**src/rtl/ultrasonic_pkg.sv**
```systemverilog
`default_nettype none
// ============================================================================
// Module      : ultrasonic_pkg
// Description : Shared types and constants for the ultrasonic scheduler:
//               FSM state encoding, counter/distance widths and the
//               echo-width to millimetre conversion.
// Revision    : 1.0 - initial release
// ============================================================================
package ultrasonic_pkg;

  // Distance output width in bits; 8191 is reserved for "no echo"
  localparam int DIST_W = 13;
  // Echo / timeout counter width
  localparam int CNT_W  = 22;
  // Sound round trip: mm = cycles * 17 / 10000 at 100 MHz
  localparam int MM_NUM = 17;
  localparam int MM_DEN = 10000;
  // Product width for CNT_W x MM_NUM
  localparam int PROD_W = 27;

  localparam logic [DIST_W-1:0] DIST_TOUT = 13'd8191;

  typedef enum logic [2:0] {
    IDLE      = 3'd0,
    TRIG      = 3'd1,
    WAIT_RISE = 3'd2,
    MEASURE   = 3'd3,
    CALC      = 3'd4,
    TOUT      = 3'd5,
    GUARD     = 3'd6
  } state_e;

  // Convert an echo width in cycles to millimetres (truncating divide).
  // The largest count gives 7130 mm, so the result always fits DIST_W.
  function automatic logic [DIST_W-1:0] echo_to_mm(input logic [CNT_W-1:0] cnt);
    logic [PROD_W-1:0] prod;
    prod = PROD_W'(cnt) * PROD_W'(MM_NUM);
    return DIST_W'(prod / PROD_W'(MM_DEN));
  endfunction

endpackage
`default_nettype wire

```
**src/rtl/ultrasonic_echo_sync.sv**
```systemverilog
`default_nettype none
// ============================================================================
// Module      : ultrasonic_echo_sync
// Description : Two-flop synchronizer for one asynchronous echo line, plus
//               registered rising/falling edge strobes. level_o is aligned
//               with the strobes: it is already high in the rise-strobe
//               cycle and already low in the fall-strobe cycle.
// Revision    : 1.0 - initial release
// ============================================================================
module ultrasonic_echo_sync
  import ultrasonic_pkg::*;
(
  input  logic clk_i,
  input  logic rst_ni,
  input  logic echo_i,
  output logic level_o,
  output logic rise_o,
  output logic fall_o
);

  logic meta_q;
  logic sync_q;
  logic dly_q;
  logic rise_q;
  logic fall_q;

  // Synchronize the raw echo and derive single-cycle edge strobes
  always_ff @(posedge clk_i or negedge rst_ni) begin
    if (!rst_ni) begin
      meta_q <= 1'b0;
      sync_q <= 1'b0;
      dly_q  <= 1'b0;
      rise_q <= 1'b0;
      fall_q <= 1'b0;
    end else begin
      meta_q <= echo_i;
      sync_q <= meta_q;
      dly_q  <= sync_q;
      rise_q <= sync_q & ~dly_q;
      fall_q <= ~sync_q & dly_q;
    end
  end

  assign level_o = dly_q;
  assign rise_o  = rise_q;
  assign fall_o  = fall_q;

endmodule
`default_nettype wire

```
**src/rtl/ultrasonic_scheduler.sv**
```systemverilog
`default_nettype none
// ============================================================================
// Module      : ultrasonic_scheduler
// Description : Round-robin scheduler sharing one trigger/echo timing engine
//               across N_SENSORS ultrasonic sensors. Fires one sensor per
//               slot, times its echo with a timeout, converts to mm and
//               keeps a per-bay occupied flag with hysteresis.
// Revision    : 1.0 - initial release
// ============================================================================
module ultrasonic_scheduler
  import ultrasonic_pkg::*;
#(
  parameter int N_SENSORS   = 4,
  parameter int TRIG_CYC    = 1000,
  parameter int TIMEOUT_CYC = 3_000_000,
  parameter int SLOT_CYC    = 5_000_000,
  parameter int OCC_MM      = 500,
  parameter int HYST_MM     = 50,
  localparam int IDX_W      = (N_SENSORS > 1) ? $clog2(N_SENSORS) : 1
) (
  input  logic                          sys_clk_i,
  input  logic                          sys_rst_ni,
  input  logic                          enable_i,
  input  logic [N_SENSORS-1:0]          echo_i,
  output logic [N_SENSORS-1:0]          trig_o,
  output logic [DIST_W*N_SENSORS-1:0]   dist_mm_o,
  output logic                          dist_valid_o,
  output logic [IDX_W-1:0]              dist_idx_o,
  output logic [N_SENSORS-1:0]          timeout_err_o,
  output logic [N_SENSORS-1:0]          occupied_o,
  output logic                          busy_o
);

  localparam int SLOT_W = $clog2(SLOT_CYC);

  // The slot counter doubles as the trigger-length counter, since it
  // restarts at 0 on every TRIG entry.
  localparam logic [SLOT_W-1:0] TRIG_LAST = SLOT_W'(TRIG_CYC - 1);
  localparam logic [SLOT_W-1:0] SLOT_LAST = SLOT_W'(SLOT_CYC - 1);
  localparam logic [CNT_W-1:0]  TOUT_LAST = CNT_W'(TIMEOUT_CYC - 1);
  localparam logic [IDX_W-1:0]  IDX_LAST  = IDX_W'(N_SENSORS - 1);
  localparam logic [DIST_W-1:0] OCC_SET   = DIST_W'(OCC_MM);
  localparam logic [DIST_W-1:0] OCC_CLR   = DIST_W'(OCC_MM + HYST_MM);

  // Synchronized echo level and edge strobes, one per sensor
  logic [N_SENSORS-1:0] echo_lvl;
  logic [N_SENSORS-1:0] echo_rise;
  logic [N_SENSORS-1:0] echo_fall;

  for (genvar g = 0; g < N_SENSORS; g++) begin : g_sync
    ultrasonic_echo_sync u_sync (
      .clk_i   (sys_clk_i),
      .rst_ni  (sys_rst_ni),
      .echo_i  (echo_i[g]),
      .level_o (echo_lvl[g]),
      .rise_o  (echo_rise[g]),
      .fall_o  (echo_fall[g])
    );
  end

  // FSM state, sensor index and counters
  state_e             state_q,    state_d;
  logic [IDX_W-1:0]   idx_q,      idx_d;
  logic [SLOT_W-1:0]  slot_cnt_q, slot_cnt_d;
  logic [CNT_W-1:0]   tout_cnt_q, tout_cnt_d;
  logic [CNT_W-1:0]   echo_cnt_q, echo_cnt_d;

  // Output registers
  logic [N_SENSORS-1:0]             trig_q;
  logic [N_SENSORS-1:0][DIST_W-1:0] dist_q;
  logic                             dist_valid_q;
  logic [IDX_W-1:0]                 dist_idx_q;
  logic [N_SENSORS-1:0]             timeout_err_q;
  logic [N_SENSORS-1:0]             occupied_q;

  // Only the selected sensor's echo is ever looked at
  logic                 sel_lvl;
  logic                 sel_rise;
  logic                 sel_fall;
  logic [N_SENSORS-1:0] sel_onehot;
  logic [DIST_W-1:0]    calc_mm;

  assign sel_lvl    = echo_lvl[idx_q];
  assign sel_rise   = echo_rise[idx_q];
  assign sel_fall   = echo_fall[idx_q];
  assign sel_onehot = N_SENSORS'(1) << idx_q;
  assign calc_mm    = echo_to_mm(echo_cnt_q);

  // State, index and counter registers
  always_ff @(posedge sys_clk_i or negedge sys_rst_ni) begin
    if (!sys_rst_ni) begin
      state_q    <= IDLE;
      idx_q      <= '0;
      slot_cnt_q <= '0;
      tout_cnt_q <= '0;
      echo_cnt_q <= '0;
    end else begin
      state_q    <= state_d;
      idx_q      <= idx_d;
      slot_cnt_q <= slot_cnt_d;
      tout_cnt_q <= tout_cnt_d;
      echo_cnt_q <= echo_cnt_d;
    end
  end

  // Next-state logic: slot sequencing, echo timing and timeout
  always_comb begin
    state_d    = state_q;
    idx_d      = idx_q;
    slot_cnt_d = slot_cnt_q;
    tout_cnt_d = tout_cnt_q;
    echo_cnt_d = echo_cnt_q;

    // The slot counter free-runs for the whole slot so the period is fixed
    if (state_q != IDLE) begin
      slot_cnt_d = slot_cnt_q + SLOT_W'(1);
    end

    unique case (state_q)
      IDLE: begin
        slot_cnt_d = '0;
        if (enable_i) begin
          state_d = TRIG;
        end
      end

      TRIG: begin
        if (slot_cnt_q == TRIG_LAST) begin
          state_d    = WAIT_RISE;
          tout_cnt_d = '0;
          echo_cnt_d = '0;
        end
      end

      WAIT_RISE: begin
        tout_cnt_d = tout_cnt_q + CNT_W'(1);
        // The rise strobe cycle already has the level high, so count it
        if (sel_rise) begin
          state_d    = MEASURE;
          echo_cnt_d = CNT_W'(1);
        end else if (tout_cnt_q == TOUT_LAST) begin
          state_d = TOUT;
        end
      end

      MEASURE: begin
        tout_cnt_d = tout_cnt_q + CNT_W'(1);
        if (sel_lvl) begin
          echo_cnt_d = echo_cnt_q + CNT_W'(1);
        end
        if (sel_fall) begin
          state_d = CALC;
        end else if (tout_cnt_q == TOUT_LAST) begin
          state_d = TOUT;
        end
      end

      CALC: state_d = GUARD;

      TOUT: state_d = GUARD;

      GUARD: begin
        if (slot_cnt_q == SLOT_LAST) begin
          slot_cnt_d = '0;
          idx_d      = (idx_q == IDX_LAST) ? '0 : idx_q + IDX_W'(1);
          state_d    = enable_i ? TRIG : IDLE;
        end
      end

      default: state_d = IDLE;
    endcase
  end

  // Trigger drive and result write-back (distance, flags, valid strobe)
  always_ff @(posedge sys_clk_i or negedge sys_rst_ni) begin
    if (!sys_rst_ni) begin
      trig_q        <= '0;
      dist_q        <= '0;
      dist_valid_q  <= 1'b0;
      dist_idx_q    <= '0;
      timeout_err_q <= '0;
      occupied_q    <= '0;
    end else begin
      trig_q       <= (state_q == TRIG) ? sel_onehot : '0;
      dist_valid_q <= 1'b0;
      if (state_q == CALC) begin
        dist_q[idx_q]        <= calc_mm;
        timeout_err_q[idx_q] <= 1'b0;
        dist_valid_q         <= 1'b1;
        dist_idx_q           <= idx_q;
        // Between the two thresholds the previous occupancy is kept
        if (calc_mm < OCC_SET) begin
          occupied_q[idx_q] <= 1'b1;
        end else if (calc_mm > OCC_CLR) begin
          occupied_q[idx_q] <= 1'b0;
        end
      end else if (state_q == TOUT) begin
        dist_q[idx_q]        <= DIST_TOUT;
        timeout_err_q[idx_q] <= 1'b1;
        occupied_q[idx_q]    <= 1'b0;
        dist_valid_q         <= 1'b1;
        dist_idx_q           <= idx_q;
      end
    end
  end

  assign trig_o        = trig_q;
  assign dist_mm_o     = dist_q;
  assign dist_valid_o  = dist_valid_q;
  assign dist_idx_o    = dist_idx_q;
  assign timeout_err_o = timeout_err_q;
  assign occupied_o    = occupied_q;
  assign busy_o        = (state_q != IDLE);

endmodule
`default_nettype wire
```
**config.mk**
```make
export PLATFORM = sky130hd
export DESIGN_NAME = ultrasonic_scheduler
export DESIGN_NICKNAME = d
export VERILOG_FILES = /design/src/rtl/ultrasonic_pkg.sv /design/src/rtl/ultrasonic_echo_sync.sv /design/src/rtl/ultrasonic_scheduler.sv
export SDC_FILE = /design/constraint.sdc
export NUM_CORES = 1
export LEC_CHECK = 0
export CAP_MARGIN = 20
export CORE_MARGIN = 4
export CORE_UTILIZATION = 40
export DETAILED_ROUTE_END_ITERATION = 7
export GPL_ROUTABILITY_DRIVEN = 0
export PLACE_DENSITY = 0.6
export SLEW_MARGIN = 0
export SYNTH_ARGS = -nofsm -noshare
export SYNTH_HDL_FRONTEND = slang
export SYNTH_HIERARCHICAL = 1
export SYNTH_SLANG_ARGS = --single-unit
```
**constraint.sdc**
```tcl
create_clock -name sys_clk_i -period 24.1 [get_ports sys_clk_i]
set_clock_uncertainty 0.15 [all_clocks]
set_input_delay 6.025 -clock sys_clk_i [delete_from_list [all_inputs] [get_ports sys_clk_i]]
set_output_delay 6.025 -clock sys_clk_i [all_outputs]
set_load 0.01 [all_outputs]
```
## After elaboration in Yosys (flattened, before gate mapping)

Cells that the tools add are included.
Widths: inputs -> output; s select.

- Bits in registers: 159
- Word-level logic and storage cells: 137
- Bits of input ports: 7

- Multiply operators: 1
- Eq/ne operators: 16
- Shifts and indexed selects: 1
- Muxes and demuxes: 41
- Reduce and logical (&&, ||, !) cells: 13
- Divide/modulo/power cells: 1
- Bitwise logic cells: 22
- Magnitude comparators: 4
- Add/sub/neg operators: 4

Operator list:

| kind | number |
|---|---|
| $mux 52 | 2 |
| $mux 22 | 3 |
| $pmux 22 s3 | 1 |
| $bwmux 52 | 1 |
| $or 52x52->52 | 1 |
| $mux 23 | 2 |
| $pmux 23 s2 | 1 |
| $add 22x1->22 const B | 2 |
| $pmux 22 s2 | 1 |
| $mux 4 | 7 |
| $div 27x14->27 const B | 1 |
| $mul 22x5->27 const B | 1 |
| $demux 13 s2 | 1 |
| $add 23x1->23 const B | 1 |
| $eq 23x10->1 const B | 1 |
| $eq 23x23->1 const B | 1 |
| $eq 22x22->1 const B | 1 |
| $mux 3 | 6 |
| $pmux 3 s6 | 1 |
| $gt 13x10->1 const B | 1 |
| $lt 13x9->1 const B | 1 |
| $mux 13 | 1 |
| $ne 2x2->1 const B | 5 |
| $eq 3x3->1 const B | 3 |
| 25 further kinds | 57 |

## Depth between registers and ports, before layout

Gate-level depths: netlist of the first run.

- Depth in word-level cells: 9
- Gate-level depth with buffers: 58
- Mapped depth without buffers: 49

## By module

Netlist of the first run, hierarchy kept.

By module, submodules not included:

| module | seq. area each (sq um) | area an instance (sq um) | cells an instance | instances |
|---|---|---|---|---|
| ultrasonic_scheduler | 3478.3 | 13003.7 | 1598 | 1 |
| ultrasonic_echo_sync | 125.1 | 140.1 | 7 | 4 |

## Worst setup path after synthesis of the first run

OpenSTA, ideal clock, no wires.

- Path type: register to register
- Start point: register echo_cnt_q[1]
- End point: register dist_q, in the netlist dist_mm_o[39]
- Arrival time: 13.610 ns
- Data required time: 23.821 ns
- Setup slack: 10.211 ns
- Setup time: 0.129 ns
- Clock period less this slack: 13.889 ns
- Stages on the path, launching flop included: 51
- Cells stage by stage: dfrtp_1 -> ha_1 -> ha_1 -> fa_1 -> a211oi_1 -> o21ai_2 -> a221oi_2 -> xor2_1 -> o211a_2 -> a2111oi_2 -> o21ai_1 -> a2111o_1 -> and4b_4 -> mux2i_4 -> buf_6 -> o211ai_1 -> nand4_2 -> or3_4 -> (+15 left out) -> a31oi_1 -> o21ai_1 -> a21oi_2 -> mux2i_2 -> o2111ai_2 -> a21oi_4 -> xnor2_2 -> o2111a_2 -> o31a_1 -> nand3_1 -> or4_1 -> a31oi_2 -> nor4bb_1 -> a2111oi_0 -> o21ai_0 -> a31oi_1 -> and2b_4 -> o21ai_1

- Longest elaborated chain between the ends: 4

RTL lines:

| what | RTL line | source |
|---|---|---|
| start: declaration | ultrasonic_scheduler.sv:66 | `logic [CNT_W-1:0] echo_cnt_q, echo_cnt_d;` |
| start signal: assignment | ultrasonic_scheduler.sv:102 | `echo_cnt_q <= echo_cnt_d;` |
| $mul 22x5->27 | ultrasonic_pkg.sv:37 | `prod = PROD_W'(cnt) * PROD_W'(MM_NUM);` |
| $div 27x14->27 | ultrasonic_pkg.sv:38 | `return DIST_W'(prod / PROD_W'(MM_DEN));` |
| $bwmux 52 | ultrasonic_scheduler.sv:187 | `dist_q[idx_q] <= calc_mm;` |
| $mux 52 | ultrasonic_scheduler.sv:186 | `if (state_q == CALC) begin` |
| end signal: indexed assignment | ultrasonic_scheduler.sv:187 |  |
| end: declaration | ultrasonic_scheduler.sv:70 | `logic [N_SENSORS-1:0][DIST_W-1:0] dist_q;` |

No other way between the ends.
A chain may end at the register's enable or synchronous reset.

## Worst setup path after layout of the first run

- Start point: register echo_cnt_q[13]
- End point: register dist_q, in the netlist dist_mm_o[39]

The elaborated chain is that of the path after synthesis.

==> results of run 1 <==
critical path: cells and delay by family (launching register included):
family,cells,cell delay [ps]
mux,4,1710
simple gates,10,3000
compound gates,29,8800
fa+ha+maj,2,740
flops,1,450
xor+xnor,3,1960
per-stage QoR:
| stage | area [um^2] | power, W | setup slack [ps] |
|---|---|---|---|
| final | 15300 | 0.000561 | 7130 |
| after global routing | 15300 | 0.000583 | 5860 |
| after CTS | 15300 | 0.000569 | 7430 |
| after detailed placement | 14700 | 0.000282 | 7490 |
| after global placement | 14700 | 0.000282 | 7880 |
| after floorplan | 13600 | 0.000275 | 10210 |
layer usage:
layer | wire length [um] | GRT usage [%]
met1 | 17500 | 27.8
met2 | 17100 | 30.9
met3 | 1330 | 2.42
met4 | 782 | 6.31
met5 | 0 | 0
path summary, 6_finish.rpt:
path,from,endpoint,slack (ps),cells past startpoint
max reg2reg,echo_cnt_q[13]$_DFFE_PN0P_,dist_mm_o[39]$_DFFE_PN0P_,7130,48
min,g_sync[3].u_sync/meta_q$_DFF_PN0_,g_sync[3].u_sync/sync_q$_DFF_PN0_,200,0
min reg2reg,g_sync[3].u_sync/meta_q$_DFF_PN0_,g_sync[3].u_sync/sync_q$_DFF_PN0_,200,0
max in group asynchronous,sys_rst_ni,dist_mm_o[37]$_DFFE_PN0P_,17050,2
max,echo_cnt_q[13]$_DFFE_PN0P_,dist_mm_o[39]$_DFFE_PN0P_,7130,48
min in group asynchronous,sys_rst_ni,async pin,5590,1
cell type report:
class,instances,area (um^2),area share (%)
clock buffers,17,425,2.78
multi-input cells,1376,9200,60.2
clock inverters,15,203,1.33
repair buffers,81,795,5.19
flip-flops and latches,159,3980,26.0
well taps,448,561,3.66
inverters,35,131,0.859
state kept, by name, indices dropped and copies added, names as in the netlist, 3 cells and up, named ones only:
name	count
dist_mm_o	52
slot_cnt_q	23
state_q	3
g_sync.u_sync/level_o	4
g_sync.u_sync/meta_q	4
g_sync.u_sync/fall_o	4
g_sync.u_sync/sync_q	4
echo_cnt_q	22
g_sync.u_sync/rise_o	4
trig_o	4
tout_cnt_q	22
logic make-up after synthesis:
family | synth area share [%]
multiplexers | 4.14
XOR/XNOR | 8.26
flip-flops | 29.3
adder cells (fa/ha/maj) | 4.43
AND/OR/NAND/NOR | 24.4
AO/OA/AOI/OAI | 26.6
buffers and inverters | 2.83
where the power goes:
group	switching, W	leakage (nW)	internal [W]	total [W]
combinational	0.00000553	4.03	0.00000196	0.00000749
sequential	0.000000756	2.16	0.000268	0.000269
clock	0.000118	0.299	0.000167	0.000285
total	0.000124	6.49	0.000437	0.000561
synthesized netlist by cell type, types with 13 or more instances:
cell type	instances
nand2_1	183
nor2_1	175
dfrtp_1	159
o21ai_0	99
a21oi_1	82
xnor2_1	59
xor2_1	59
nand3_1	57
ha_1	44
nor3_1	38
inv_1	35
nand4_1	35
clkbuf_1	34
o21ai_1	33
a211oi_1	31
and3_1	31
o211ai_1	25
or3_1	23
mux2_2	21
mux2i_1	21
and2_1	18
buf_2	16
a21o_1	15
nor2b_1	15
o21a_1	15
nor4_1	14
a31oi_1	13
nand2b_1	13
==> out/summary.txt, run 1 <==
Status = finished clean
Core Util, Final = 45.6%
CP startpoint kind = flip-flop
H-tree levels = 4
Chip width = 192 um
Clk slew on worst S/H paths = 70 ps
Ys flop type = dfrtp_1
Commonest non-fill, non-tap cells in the layout = 183 x nand2_1, 175 x nor2_1, 159 x dfrtp_1
Max cap viols = 0
Leak pwr = 6.49 nW
Starting Density = 40.5%
Max Buffers Root-to-Sink = 2
RSZ-0062 raised after global routing = false
Asr flop ratio synth = 100%
Syn_nets = 1678
Fillers = 3303
Worst Setup End Kind = flip-flop
Post-Layout Cell Count = 2131
I/O pin count = 75
Drt drc = 0
Gr usage total = 19.5%
Post-synth EDFFs = 0
Share of layout cells above drive strength 1 = 9.27%
Placed cells = 2099
Mapped cell area = 0.0136 mm^2
CTS sink cnt = 159
Fin. max-slew vios = 0
Most common cell after layout, fill and taps aside = nand2_1
Via/cell ratio = 5.92
Clock root cell = clkbuf_16
Slowest stage cell, crit path = xor2_1
Final setup viols = 0
Final Hold Fails = 0
Worst-margin pin slew = 978 ps
Seq/Total Area, Yosys = 29.3%
Die Area = 0.0369 mm^2
Via total after detailed routing = 12600
Drt pass-1 iters = 6
Routed Antenna Nets = 0
Setup total negative slack = 0 ps
Yosys reg bits = 159
Total grt overflow = 0
TritonCTS Buffers = 17
Vias in the first global route = 11800
Row cnt = 67
First-pass GRT wire length = 60.8 mm
Peak Freq = 58.9 MHz
DRT iter0 DRCs = 1063
Critical path class = reg2reg
Routed len/inst = 17.2 um
CP Max Fanout = 11
TritonCTS clock tree = done
Maximum vdd ir drop = 0.0000465 V
Worst-skew pair later-pin latency = 430 ps
Power per cell area = 36.7 mW/mm^2
Synthesized instance count = 1626
Hold buffer count at CTS = 0
# diodes = 0
Final wirelength = 36.7 mm
Post-CTS Resized = 0
Worst path max stage delay = 780 ps
CP arrival = 17100 ps
Share of the synthesized area in the top cell type = 29.3%
YS warnings = 6
Max_slew headroom = 34.6%
Leading area contributor after synthesis = dfrtp_1
Min Tclk post-route = 16970 ps
Worst Hold Slack = 197 ps
Die height = 192 um
DP HPWL = 27.9 mm
Netlist cell types = 123
CORE AREA = 0.0335 mm^2
Synthesized area per cell = 8.34 um^2
Port buffer count = 74
Nets = 1722
Required time of the worst setup path = 24230 ps
Initial antenna violation count = 0
Tcrit/Tclk final = 70.4%
Type of the worst min-delay path = reg2reg
Post-CTS Setup Inserts = 0
Syn-to-layout area delta = 12.8%
Largest net degree at the start of global routing = 108
Area contributors post-synth = dfrtp_1 29%, nand2_1 5.1%, nor2_1 4.8%, ha_1 4.1%, xnor2_1 3.8%
No activity file was read; power rests on OpenSTA's default activity.
==> run 2, diff against run 1 <==
==> constraint.sdc (replaced) <==
create_clock -name sys_clk_i -period 17.8 [get_ports sys_clk_i]
set_clock_uncertainty 0.15 [all_clocks]
set_input_delay 4.45 -clock sys_clk_i [delete_from_list [all_inputs] [get_ports sys_clk_i]]
set_output_delay 4.45 -clock sys_clk_i [all_outputs]
set_load 0.01 [all_outputs]
==> run 2 against run 1 <==
Die area stayed put. Clock-buffer cell count is 1 higher. Register-to-register slack worse by 5800 ps. Wire length is 0.25% higher. Critical endpoint is now dist_mm_o[26]$_DFFE_PN0P_. Worst setup slack worse by 5800 ps. Design area is 0.27% lower.
==> out/summary.txt, run 2 (synthesized netlist as in run 1, its figures left out) <==
Fillers = 3336 (was 3303)
TritonCTS Buffers = 17 (unchanged)
Drt pass-1 iters = 5 (was 6)
Final wirelength = 36.8 mm (was 36.7 mm)
Status = finished clean (unchanged)
Vias in the first global route = 11900 (was 11800)
CP Max Fanout = 11 (unchanged)
Clk slew on worst S/H paths = 70 ps (about the same)
Total grt overflow = 0 (unchanged)
Row cnt = 67 (unchanged)
Routed len/inst = 17.3 um (was 17.2 um)
Initial antenna violation count = 0 (unchanged)
Area of the multi-input gates = 0.00924 mm^2 (was 0.00920 mm^2)
TritonCTS clock tree = done (unchanged)
CP startpoint kind = flip-flop (unchanged)
Worst-skew pair later-pin latency = 430 ps (about the same)
Min Tclk post-route = 16500 ps (was 16970 ps)
Leak pwr = 6.48 nW (was 6.49 nW)
DP HPWL = 28.0 mm (was 27.9 mm)
Final setup viols = 0 (unchanged)
Worst-margin pin slew = 997 ps (was 978 ps)
Starting Density = 40.5% (unchanged)
CORE AREA = 0.0335 mm^2 (unchanged)
Port buffer count = 74 (unchanged)
Placed cells = 2100 (was 2099)
Hold Crit Start = g_sync[0].u_sync/meta_q$_DFF_PN0_ (was g_sync[3].u_sync/meta_q$_DFF_PN0_)
Die height = 192 um (unchanged)
Max cap viols = 0 (unchanged)
Share of layout cells above drive strength 1 = 9.63% (was 9.27%)
Max_slew headroom = 33.3% (was 34.6%)
Power per cell area = 46.9 mW/mm^2 (was 36.7 mW/mm^2)
Commonest non-fill, non-tap cells in the layout = 183 x nand2_1, 175 x nor2_1, 159 x dfrtp_1 (unchanged)
Nets = 1723 (was 1722)
First element of the critical path = echo_cnt_q[5]$_DFFE_PN0P_ (was echo_cnt_q[13]$_DFFE_PN0P_)
RSZ-0062 raised after global routing = false (unchanged)
# diodes = 0 (unchanged)
Via/cell ratio = 5.92 (about the same)
First-pass GRT wire length = 61.1 mm (was 60.8 mm)
CTS sink cnt = 159 (unchanged)
Maximum vdd ir drop = 0.0000640 V (was 0.0000465 V)
Slowest stage cell, crit path = a2111oi_2 (was xor2_1)
Chip width = 192 um (unchanged)
Die Area = 0.0369 mm^2 (unchanged)
Critical path class = reg2reg (unchanged)
R2r startpoint = echo_cnt_q[5]$_DFFE_PN0P_ (was echo_cnt_q[13]$_DFFE_PN0P_)
Most common cell after layout, fill and taps aside = nand2_1 (unchanged)
I/O pin count = 75 (unchanged)
Most Frequent Cell on Critical Path = or4_1
Post-Layout Cell Count = 2131 (unchanged)
CP arrival = 16630 ps (was 17100 ps)
Type of the worst min-delay path = reg2reg (unchanged)
Gr usage total = 19.7% (was 19.5%)
Peak Freq = 60.6 MHz (was 58.9 MHz)
Fin. max-slew vios = 0 (unchanged)
Tcrit/Tclk final = 92.7% (was 70.4%)
Worst Setup End Kind = flip-flop (unchanged)
Drt drc = 0 (unchanged)
Clock root cell = clkbuf_16 (unchanged)
Final Hold Fails = 0 (unchanged)
Reg area = 0.00398 mm^2 (unchanged)
Largest net degree at the start of global routing = 74 (was 108)
Post-CTS Setup Inserts = 0 (unchanged)
H-tree levels = 4 (unchanged)
Tot Pwr = 0.000716 W (was 0.000561 W)
Worst path max stage delay = 680 ps (was 780 ps)
Largest register FFs = 52 (unchanged)
Required time of the worst setup path = 17930 ps (was 24230 ps)
Via total after detailed routing = 12600 (about the same)
Setup total negative slack = 0 ps (unchanged)
Routed Antenna Nets = 0 (unchanged)
DRT iter0 DRCs = 1030 (was 1063)
Syn-to-layout area delta = 12.5% (was 12.8%)
Max Buffers Root-to-Sink = 2 (unchanged)
==> run 2: cell types whose count changed in the layout (fill, tap and decap cells not counted), moves of 2 or more <==
cell	change
clkinvlp_4	-2
bufinv_16	-3
xnor2_1	-2
xnor2_2	+2
clkinv_2	+3
==> run 2: power breakdown <==
part | total [W] | leakage [nW] | switching, W | internal (W)
clock | 0.000341 | 0.272 | 0.000156 | 0.000185
sequential | 0.000364 | 2.16 | 0.000000927 | 0.000364
combinational | 0.0000103 | 4.05 | 0.00000750 | 0.00000280
total | 0.000716 | 6.48 | 0.000165 | 0.000551
==> run 2: repair_timing <==
item | in CTS | in global routing
hold buffers | 0 | 0
setup endpoints to repair | 0 | 12
resized for setup | 0 | 6
==> run 2: worst max-delay path, delay by kind of cell, from the launching register on <==
kind,cells,cell delay (ps)
adders and majority gates,3,970
AOI/OAI and AO/OA,30,9710
and+or+nand+nor,11,3540
DFF,1,440
xor gates and xnor gates,1,220
muxes,3,1280
==> run 2: per-stage QoR <==
stage                     util, %  setup WS [ps]  hold slack [ps]  area [um^2]
after global placement       43.8           1600              182        14700
final                        45.5           1300              198        15300
after global routing         45.5           61.7              212        15300
after floorplan                 -           3910              181        13600
after detailed placement     43.8           1210              185        14700
after CTS                    45.4           1160              200        15200
==> run 2: final timing paths <==
kind | endpoint | slack [ps] | cells after the start
worst max-delay path | dist_mm_o[26]$_DFFE_PN0P_ | 1300 | 48
worst min register to register | g_sync[0].u_sync/sync_q$_DFF_PN0_ | 200 | 0
max in group asynchronous | tout_cnt_q[13]$_DFFE_PN0P_ | 11890 | 3
worst max register to register | dist_mm_o[26]$_DFFE_PN0P_ | 1300 | 48
worst min-delay path | g_sync[0].u_sync/sync_q$_DFF_PN0_ | 200 | 0
min in group asynchronous | dist_mm_o[44]$_DFFE_PN0P_ | 3740 | 1
==> run 2: per-layer routing <==
metal	up-vias	GRT usage, %	wire length [um]
li1	6181	-	-
met1	6071	28.0	17700
met2	307	31.8	17100
met3	49	2.54	1350
met4	0	4.96	675
met5	-	0	0
==> run 2: layout make-up <==
class | instances | area share [%]
Clock buffer | 18 | 2.88
Clock inverter | 13 | 0.689
Inverter | 35 | 0.861
Multi-Input combinational cell | 1376 | 60.6
Sequential cell | 159 | 26.1
Tap cell | 448 | 3.67
Timing Repair Buffer | 82 | 5.26
==> run 3, diff against run 2 <==
--- a/config.mk
+++ b/config.mk
@@ -6,10 +6,12 @@
 export NUM_CORES = 1
 export LEC_CHECK = 0
 export CAP_MARGIN = 20
+export CORE_ASPECT_RATIO = 1.1
 export CORE_MARGIN = 4
 export CORE_UTILIZATION = 40
 export DETAILED_ROUTE_END_ITERATION = 7
 export GPL_ROUTABILITY_DRIVEN = 0
+export GPL_TIMING_DRIVEN = 0
 export PLACE_DENSITY = 0.6
 export SLEW_MARGIN = 0
 export SYNTH_ARGS = -nofsm -noshare
==> run 3 against run 2 <==
Power rose by 5.3%. Critical endpoint unchanged. Largest cell class unchanged. Largest power group is now clock. Clock power grew 11%. Utilization is 1.0 points higher. Non-clock buffer count up 49. Design area grew 1.8%. Sequential cell count unchanged. Maximum frequency fell by 0.93%. Sequential power about the same.
==> out/summary.txt, run 3 (synthesized netlist as in run 1, its figures left out) <==
Post-Layout Cell Count = 2165 (was 2131)
First element of the critical path = echo_cnt_q[1]$_DFFE_PN0P_ (was echo_cnt_q[5]$_DFFE_PN0P_)
Peak Freq = 60.0 MHz (was 60.6 MHz)
Most Frequent Cell on Critical Path = a21oi_2 (was or4_1)
M1 wire length = 17.6 mm (was 17.7 mm)
Chip width = 184 um (was 192 um)
Drt pass-1 iters = 5 (unchanged)
TritonCTS Buffers = 17 (unchanged)
R2r startpoint = echo_cnt_q[1]$_DFFE_PN0P_ (was echo_cnt_q[5]$_DFFE_PN0P_)
Die height = 201 um (was 192 um)
Worst Hold Slack = 203 ps (was 198 ps)
I/O pin count = 75 (unchanged)
Clock root cell = clkbuf_16 (unchanged)
Fillers = 3248 (was 3336)
Worst Setup End Kind = flip-flop (unchanged)
Hold buffer count at CTS = 0 (unchanged)
Dpl cell area = 0.0149 mm^2 (was 0.0147 mm^2)
H-tree levels = 4 (unchanged)
Routed len/inst = 17.3 um (about the same)
Min Tclk post-route = 16660 ps (was 16500 ps)
DP HPWL = 28.8 mm (was 28.0 mm)
DRT iter0 DRCs = 972 (was 1030)
Via/cell ratio = 5.92 (about the same)
Clk slew on worst S/H paths = 80 ps (was 70 ps)
Status = finished clean (unchanged)
CP startpoint kind = flip-flop (unchanged)
Vias in the first global route = 12200 (was 11900)
Tot Pwr = 0.000754 W (was 0.000716 W)
Wire length on met3 = 1.33 mm (was 1.35 mm)
Total grt overflow = 0 (unchanged)
TritonCTS clock tree = done (unchanged)
Final setup viols = 0 (unchanged)
Worst-margin pin slew = 876 ps (was 997 ps)
RSZ-0062 raised after global routing = false (unchanged)
Leak pwr = 6.61 nW (was 6.48 nW)
First-pass GRT wire length = 61.9 mm (was 61.1 mm)
Post-CTS Resized = 0 (unchanged)
Post-CTS Setup Inserts = 0 (unchanged)
Placed cells = 2133 (was 2100)
Row cnt = 70 (was 67)
Maximum vdd ir drop = 0.0000544 V (was 0.0000640 V)
Share of layout cells above drive strength 1 = 9.98% (was 9.63%)
Met2 WL = 17.8 mm (was 17.1 mm)
Largest net degree at the start of global routing = 109 (was 74)
CORE AREA = 0.0334 mm^2 (was 0.0335 mm^2)
Drt drc = 0 (unchanged)
Port buffer count = 74 (unchanged)
Max_slew headroom = 41.2% (was 33.3%)
Initial antenna violation count = 0 (unchanged)
Max Buffers Root-to-Sink = 2 (unchanged)
Top Metal Used = met4 (unchanged)
Max cap viols = 0 (unchanged)
Starting Density = 40.6% (was 40.5%)
Power per cell area = 48.5 mW/mm^2 (was 46.9 mW/mm^2)
CP Max Fanout = 10 (was 11)
Largest register FFs = 52 (unchanged)
Final wirelength = 37.4 mm (was 36.8 mm)
Syn-to-layout area delta = 14.4% (was 12.5%)
Final Hold Fails = 0 (unchanged)
Nets = 1772 (was 1723)
Gr usage total = 19.8% (was 19.7%)
Cell area after layout = 0.0155 mm^2 (was 0.0153 mm^2)
Most common cell after layout, fill and taps aside = nand2_1 (unchanged)
Setup total negative slack = 0 ps (unchanged)
Die Area = 0.0369 mm^2 (about the same)
Type of the worst min-delay path = reg2reg (unchanged)
Required time of the worst setup path = 17950 ps (was 17930 ps)
Tcrit/Tclk final = 93.6% (was 92.7%)
Worst-skew pair later-pin latency = 440 ps (was 430 ps)
CP arrival = 16810 ps (was 16630 ps)
Worst path max stage delay = 710 ps (was 680 ps)
# diodes = 0 (unchanged)
Commonest non-fill, non-tap cells in the layout = 183 x nand2_1, 175 x nor2_1, 159 x dfrtp_1 (unchanged)
Critical path class = reg2reg (unchanged)
Fin. max-slew vios = 0 (unchanged)
Hold Crit Start = g_sync[2].u_sync/meta_q$_DFF_PN0_ (was g_sync[0].u_sync/meta_q$_DFF_PN0_)
CTS sink cnt = 159 (unchanged)
Routed Antenna Nets = 0 (unchanged)
Slowest stage cell, crit path = a311oi_1 (was a2111oi_2)
Via total after detailed routing = 12800 (was 12600)
run 3: changes by cell type in the layout (fill, tap and decap cells not counted), sizes merged:
cell	previous run	this run
clkbuf	18	51
buf	9	24
clkinv	6	9
inv	41	40
run 3: final timing paths:
path | endpoint | slack, ps | cells after the start
worst max-delay path | dist_mm_o[26]$_DFFE_PN0P_ | 1140 | 53
worst min-delay path | g_sync[2].u_sync/sync_q$_DFF_PN0_ | 200 | 0
worst max register to register | dist_mm_o[26]$_DFFE_PN0P_ | 1140 | 53
worst min register to register | g_sync[2].u_sync/sync_q$_DFF_PN0_ | 200 | 0
max in group asynchronous | tout_cnt_q[6]$_DFFE_PN0P_ | 12850 | 2
min in group asynchronous | dist_mm_o[40]$_DFFE_PN0P_ | 3760 | 1
run 3: worst max-delay path: cells and delay by family, from the launching register on:
kind | cells | cell delay, ps
muxes | 1 | 430
AOI/OAI and AO/OA | 30 | 9370
xor gates and xnor gates | 1 | 220
adders and majority gates | 3 | 980
and+or+nand+nor | 14 | 4170
DFF | 1 | 430
buffers and inverters | 4 | 760
run 3: report_power, final:
| group | internal, W | switching [W] | total (W) |
|---|---|---|---|
| Sequential | 0.000363 | 0.000000911 | 0.000364 |
| Combinational | 0.00000324 | 0.00000759 | 0.0000108 |
| Clock | 0.000194 | 0.000185 | 0.000379 |
| Total | 0.000560 | 0.000194 | 0.000754 |
run 3: area by class of cell:
cell class              count  area [um^2]  area share [%]
repair buffers             75          773            4.98
flip-flops and latches    159         3980            25.6
clock inverters            15          208            1.34
inverters                  35          131           0.846
clock buffers              17          425            2.74
well taps                 432          541            3.48
multi-input cells        1376         9210            59.4
plain buffers              56          253            1.63
run 3: stage by stage:
stage	utilization [%]	setup slack [ps]
after detailed placement	44.6	1230
after CTS	46.5	1160
after floorplan	-	3910
final	46.5	1140
after global routing	46.5	97.5
after global placement	44.5	1320
run 3: per-layer routing:
metal / track usage [%] / up-vias
met5: 0 / -
met4: 5.03 / 0
met3: 2.12 / 48
met2: 32.8 / 296
met1: 27.5 / 6187
li1: - / 6290
==> variant 1: new RTL, config.mk and constraints of run 2 <==
Put one more register stage on the output `dist_idx_o`, with the module's reset. The value now appears one clock later. The other outputs are not delayed to match.
--- a/src/rtl/ultrasonic_scheduler.sv
+++ b/src/rtl/ultrasonic_scheduler.sv
@@ -207,7 +207,13 @@
   assign trig_o        = trig_q;
   assign dist_mm_o     = dist_q;
   assign dist_valid_o  = dist_valid_q;
-  assign dist_idx_o    = dist_idx_q;
+  always_ff @(posedge sys_clk_i or negedge sys_rst_ni) begin
+    if (!sys_rst_ni) begin
+      dist_idx_o <= '0;
+    end else begin
+      dist_idx_o <= dist_idx_q;
+    end
+  end
   assign timeout_err_o = timeout_err_q;
   assign occupied_o    = occupied_q;
   assign busy_o        = (state_q != IDLE);
Check against the original RTL: no difference found for any inputs over 10 cycles, from zero or initial values and one cycle with sys_rst_ni low; that may be too few to reach the edited logic, so the function may still have changed.
==> variant 1 against run 2 <==
Area after synthesis rose by 0.68%; sequential share of layout area rose by 0.13 points; setup slack improved by 500 ps; largest cell class unchanged; cell count rose by 1.2%; sequential cell count rose by 2; highest routed layer unchanged; design area rose by 0.76%; routed wire length rose by 7.7%; non-clock buffer count did not move; power rose by 8.2%.
==> variant 1: results (changes against run 2) <==
Status
  • Status: complete, no violations

Logic synthesis
  • Syn. warnings: 6 (unchanged)
  • Synth unique cells: 125 (+1.6%)
  • Xor/xnor share of the synthesized area: 7.458% (-0.81 points)
  • Sequential element share of the synthesized area: 29.50% (+0.17 points)
  • Mux share of post-synthesis cell area: 2.611% (-1.5 points)
  • Synth Area in Adders: 4.544% (+0.12 points)
  • Compound-Gate Fraction of Synth Area: 27.27% (+0.69 points)
  • Largest cells by area after synthesis: dfrtp_1, nor2_1, nand2_1
  • Synth cell count leaders: nor2_1, nand2_1, dfrtp_1

GRT
  • First-pass GRT wire length: 64760 µm (+6.1%)
  • Largest net degree at the start of global routing: 82 (+11%)
  • GRT Overall Usage: 21.39% (+1.7 points)
  • Vias in the first global route: 11906 (+0.25%)

Drt
  • Routed vias: 12974 (+2.9%)
  • Routed WL: 39590 µm (+7.7%)
  • Initial DRC count: 1161 (+13%)

Finish
  • Fin nets: 1748 (+1.5%)
  • Layout cells sized above 1: 7.431% (-2.2 points)

Power and ir drop
  • Leak: 6.399 nW (-1.3%)

Setup path
  • Worst Path Max Fanout: 18 (+7)
  • WP data arrival: 16190 ps (-440 ps)
  • Slowest stage delay, CP: 770 ps (+90 ps)
  • Slowest CP cell: a221oi_4

STA
  • Slew of the pin with the lowest slew margin: 1121 ps (+124.0 ps)

Placed design
  • HPWL after DPL: 30400 µm (+8.7%)

Clock network
  • Worst-skew pair later-pin latency: 450 ps (+20 ps)
## variant 1: final timing paths
path | from | endpoint | slack, ps | cells past startpoint
setup reg to reg | echo_cnt_q[1] | flop | 1800 | 49
min in group asynchronous | sys_rst_ni | g_sync[0].u_sync/meta_q | 3870 | 1
max in group asynchronous | sys_rst_ni | asynchronous set/reset pin | 12400 | 3
hold reg to reg | g_sync[1].u_sync/meta_q | g_sync[1].u_sync/sync_q | 200 | 0
setup / recovery | echo_cnt_q[1] | flop | 1800 | 49
hold / removal | g_sync[1].u_sync/meta_q | g_sync[1].u_sync/sync_q | 200 | 0
## variant 1: cell type report
class / count / area, µm²
inverters: 32 / 120.1
clock inverters: 15 / 192.7
flip-flops and latches: 161 / 4029
clock buffers: 17 / 425.4
multi-input cells: 1402 / 9220
well taps: 448 / 560.5
fillers: 3317 / 18250
repair buffers: 82 / 822.0
## variant 1: worst register-to-register path: cells and delay by family (launching register included)
family                   cells  cell delay, ps
AND/OR/NAND/NOR             10            3540
adder cells (fa/ha/maj)      3            1000
multiplexers                 2             790
buffers and inverters        1             190
flip-flops                   1             440
AO/OA/AOI/OAI               31            9220
XOR/XNOR                     2             570
## variant 1: through the flow
step | total power, mW | hold WS [ps] | cells | area, µm² | worst slack (ps)
2_1_floorplan | 0.3773 | 181.2 | 1658 | 13660 | 3985
3_3_place_gp | 0.3869 | 183.6 | 2123 | 14720 | 2274
3_5_place_dp | 0.3871 | 184.7 | 2123 | 14720 | 2074
4_1_cts | 0.7857 | 201.8 | 2155 | 15330 | 2001
5_1_grt | 0.8028 | 204.5 | 2157 | 15370 | 648.3
6_report | 0.7745 | 200.2 | 2157 | 15370 | 1797
## variant 1: cell families after synthesis
logic type | count (synthesis)
mux | 28
fa+ha+maj | 50
xor+xnor | 112
buf+inv | 95
compound gates | 514
flops | 161
simple gates | 698
## variant 1: per-layer routing
metal  GRT usage (%)  routed length (µm)  vias to the layer above
li1                -                   -                     6319
met1           31.05               19080                     6235
met2           32.86               17600                      364
met3           2.713                1794                       56
met4           7.241                1124                        0
met5               0                   0                        -
## variant 1: power by group
part	total (mW)	internal (mW)	switching, mW
combinational	0.0112	0.00315	0.00801
sequential	0.369	0.368	0.000921
clock	0.394	0.225	0.169
total	0.775	0.596	0.178
==> variant 2: new RTL, config.mk and constraints of run 2 <==
Made on the original files. The package constant `CNT_W` goes from 22 to 44.
--- a/src/rtl/ultrasonic_pkg.sv
+++ b/src/rtl/ultrasonic_pkg.sv
@@ -11,7 +11,7 @@
   // Distance output width in bits; 8191 is reserved for "no echo"
   localparam int DIST_W = 13;
   // Echo / timeout counter width
-  localparam int CNT_W  = 22;
+  localparam int CNT_W  = 44;
   // Sound round trip: mm = cycles * 17 / 10000 at 100 MHz
   localparam int MM_NUM = 17;
   localparam int MM_DEN = 10000;
Check against the original RTL: same outputs for any inputs over 10 cycles, from zero or initial values and one cycle with sys_rst_ni low; that may be too few to reach the edited logic, so the function may still have changed.
==> variant 2 against run 2 <==
Cell count increased by 9.7%; sequential power increased by 17%; sequential cell count increased by 27; die area increased by 9.9%; area after synthesis increased by 10%; power increased by 12%; routed wire length increased by 12%; design area increased by 10%; setup slack got worse by 100 ps; count of clock-buffer cells in the layout increased by 7.
==> variant 2: results (changes against run 2) <==
GRT
  • First-pass GRT wire length: 69030 µm (+13%)
  • GRT Overall Usage: 19.98% (+0.29 points)
  • Largest net degree at the start of global routing: 72 (-2.7%)
  • Initial antenna violation count: 0 (unchanged)
  • Vias in the first global route: 13372 (+13%)

Drt
  • Routed vias: 13958 (+11%)
  • Initial DRC count: 1187 (+15%)
  • DR pass1 iterations: 7 (+2)
  • Routed WL: 41250 µm (+12%)

Clock network
  • Clock root buffer master: clkbuf_16
  • Clock tree buffer depth: 2 (unchanged)
  • Htree depth: 4 (unchanged)
  • CTS buffer count: 17 (unchanged)
  • Worst-skew pair later-pin latency: approximately 440 ps
  • Clock slew at reported path FFs: 70 ps (about the same)

Finish
  • # diodes: 0 (unchanged)
  • Post-route non-filler standard cell count: 2337 (+9.7%)
  • Layout cells sized above 1: 8.240% (-1.4 points)
  • Max reg flops: 52 (unchanged)

Placed design
  • HPWL after DPL: 31100 µm (+11%)
  • Port Buffers: 74 (unchanged)
  • # placed instances: 2303 (+9.7%)
  • Placed inst area: 16170 µm² (+10%)
  • Setup WS pre-CTS: 970.7 ps (-235.5 ps)

Logic synthesis
  • Syn. warnings: 6 (unchanged)
  • Largest cells by area after synthesis: dfrtp_1, nor2_1, xor2_1
  • Count leader, synth: nor2_1
  • Syn avg cell area: 8.290 µm² (-0.63%)
  • Synth cell count leaders: nor2_1, nand2_1, dfrtp_1
  • Synth unique cells: 124 (+0.81%)
  • Primary FF master, synth: dfrtp_1
  • Syn Nets: 1864 (+11%)
  • Sequential element share of the synthesized area: 31.11% (+1.8 points)
  • Synth async-reset ratio: 100.0% (unchanged)

Worst hold path
  • Worst hold endpoint: g_sync[1].u_sync/sync_q
  • Hold/Removal Path Class: flop to flop
  • Worst hold start: g_sync[1].u_sync/meta_q
  • Worst hold path cell count: 0 (unchanged)

Status
  • Status: complete, no violations

Setup path
  • Kind of critical path: flop to flop
  • WP data arrival: 16750 ps (+120 ps)
  • Slowest stage delay, CP: 630 ps (-50 ps)
  • R2r startpoint: echo_cnt_q[1]
  • Register-to-Register Path Depth: 53 (+10%)
  • Worst Path Max Fanout: 16 (+5)
  • Slowest CP cell: o41ai_4
  • Top delay family on crit path: compound AO/OA/AOI/OAI gates
  • Flop2flop setup slack: 1190 ps (-100 ps)

Power and ir drop
  • Leak: 7.198 nW (+11%)
  • Worst VDD drop: 0.07016 mV (+9.6%)

STA
  • Slew of the pin with the lowest slew margin: 1002 ps (+4.639 ps)
  • Hold WS: 203.6 ps (+5.971 ps)
==> variant 2: changes by cell type in the layout (fill, tap and decap cells not counted), sizes merged, moves of 14 or more <==
cell,before,now
nand3,60,94
nor2,176,208
o21ai,137,121
xor2,59,89
a211oi,37,21
nand2,183,202
nor4,14,28
dfrtp,159,186
a21oi,89,127
==> variant 2: layout make-up <==
type / instances / area (µm²)
sequential: 186 / 4654
fill: 3594 / 20000
multi-input combinational: 1526 / 9968
inverter: 31 / 116.4
timing repair buffer: 94 / 899.6
clock inverter: 7 / 56.30
tap: 468 / 585.6
clock buffer: 25 / 505.5
==> variant 2: metal layers <==
| metal | GRT usage (%) | routed length, µm |
|---|---|---|
| met1 | 28.18 | 19620 |
| met2 | 32.47 | 19120 |
| met3 | 2.772 | 1696 |
| met4 | 5.151 | 813 |
| met5 | 0 | 0 |
==> variant 2: cell families after synthesis <==
kind of cell | synth area share, %
fa+ha+maj | 4.599
xor+xnor | 9.457
buf+inv | 2.559
mux | 3.085
simple gates | 25.19
flops | 31.11
compound gates | 24.00
==> variant 2: where the power goes <==
| group | internal, mW | switching, mW |
|---|---|---|
| combinational | 0.00273 | 0.00882 |
| sequential | 0.425 | 0.000996 |
| clock | 0.199 | 0.165 |
==> variant 2: what timing repair did <==
| item | 4_1_cts | 5_1_grt |
|---|---|---|
| endpoints found under the setup margin | 0 | 8 |
| hold endpoints to repair | 0 | 0 |
| hold buffers | 0 | 0 |
| gates resized for setup | 0 | 6 |
| setup buffers | 0 | 2 |
==> variant 2: how the worst max path moves through the flow <==
stage	slack [ps]	to	cells after the start
after detailed placement	970	flop	53
after global routing	3	flop	53
after global placement	1320	flop	54
after CTS	950	flop	53
final	1190	flop	53
after floorplan	3460	flop	53
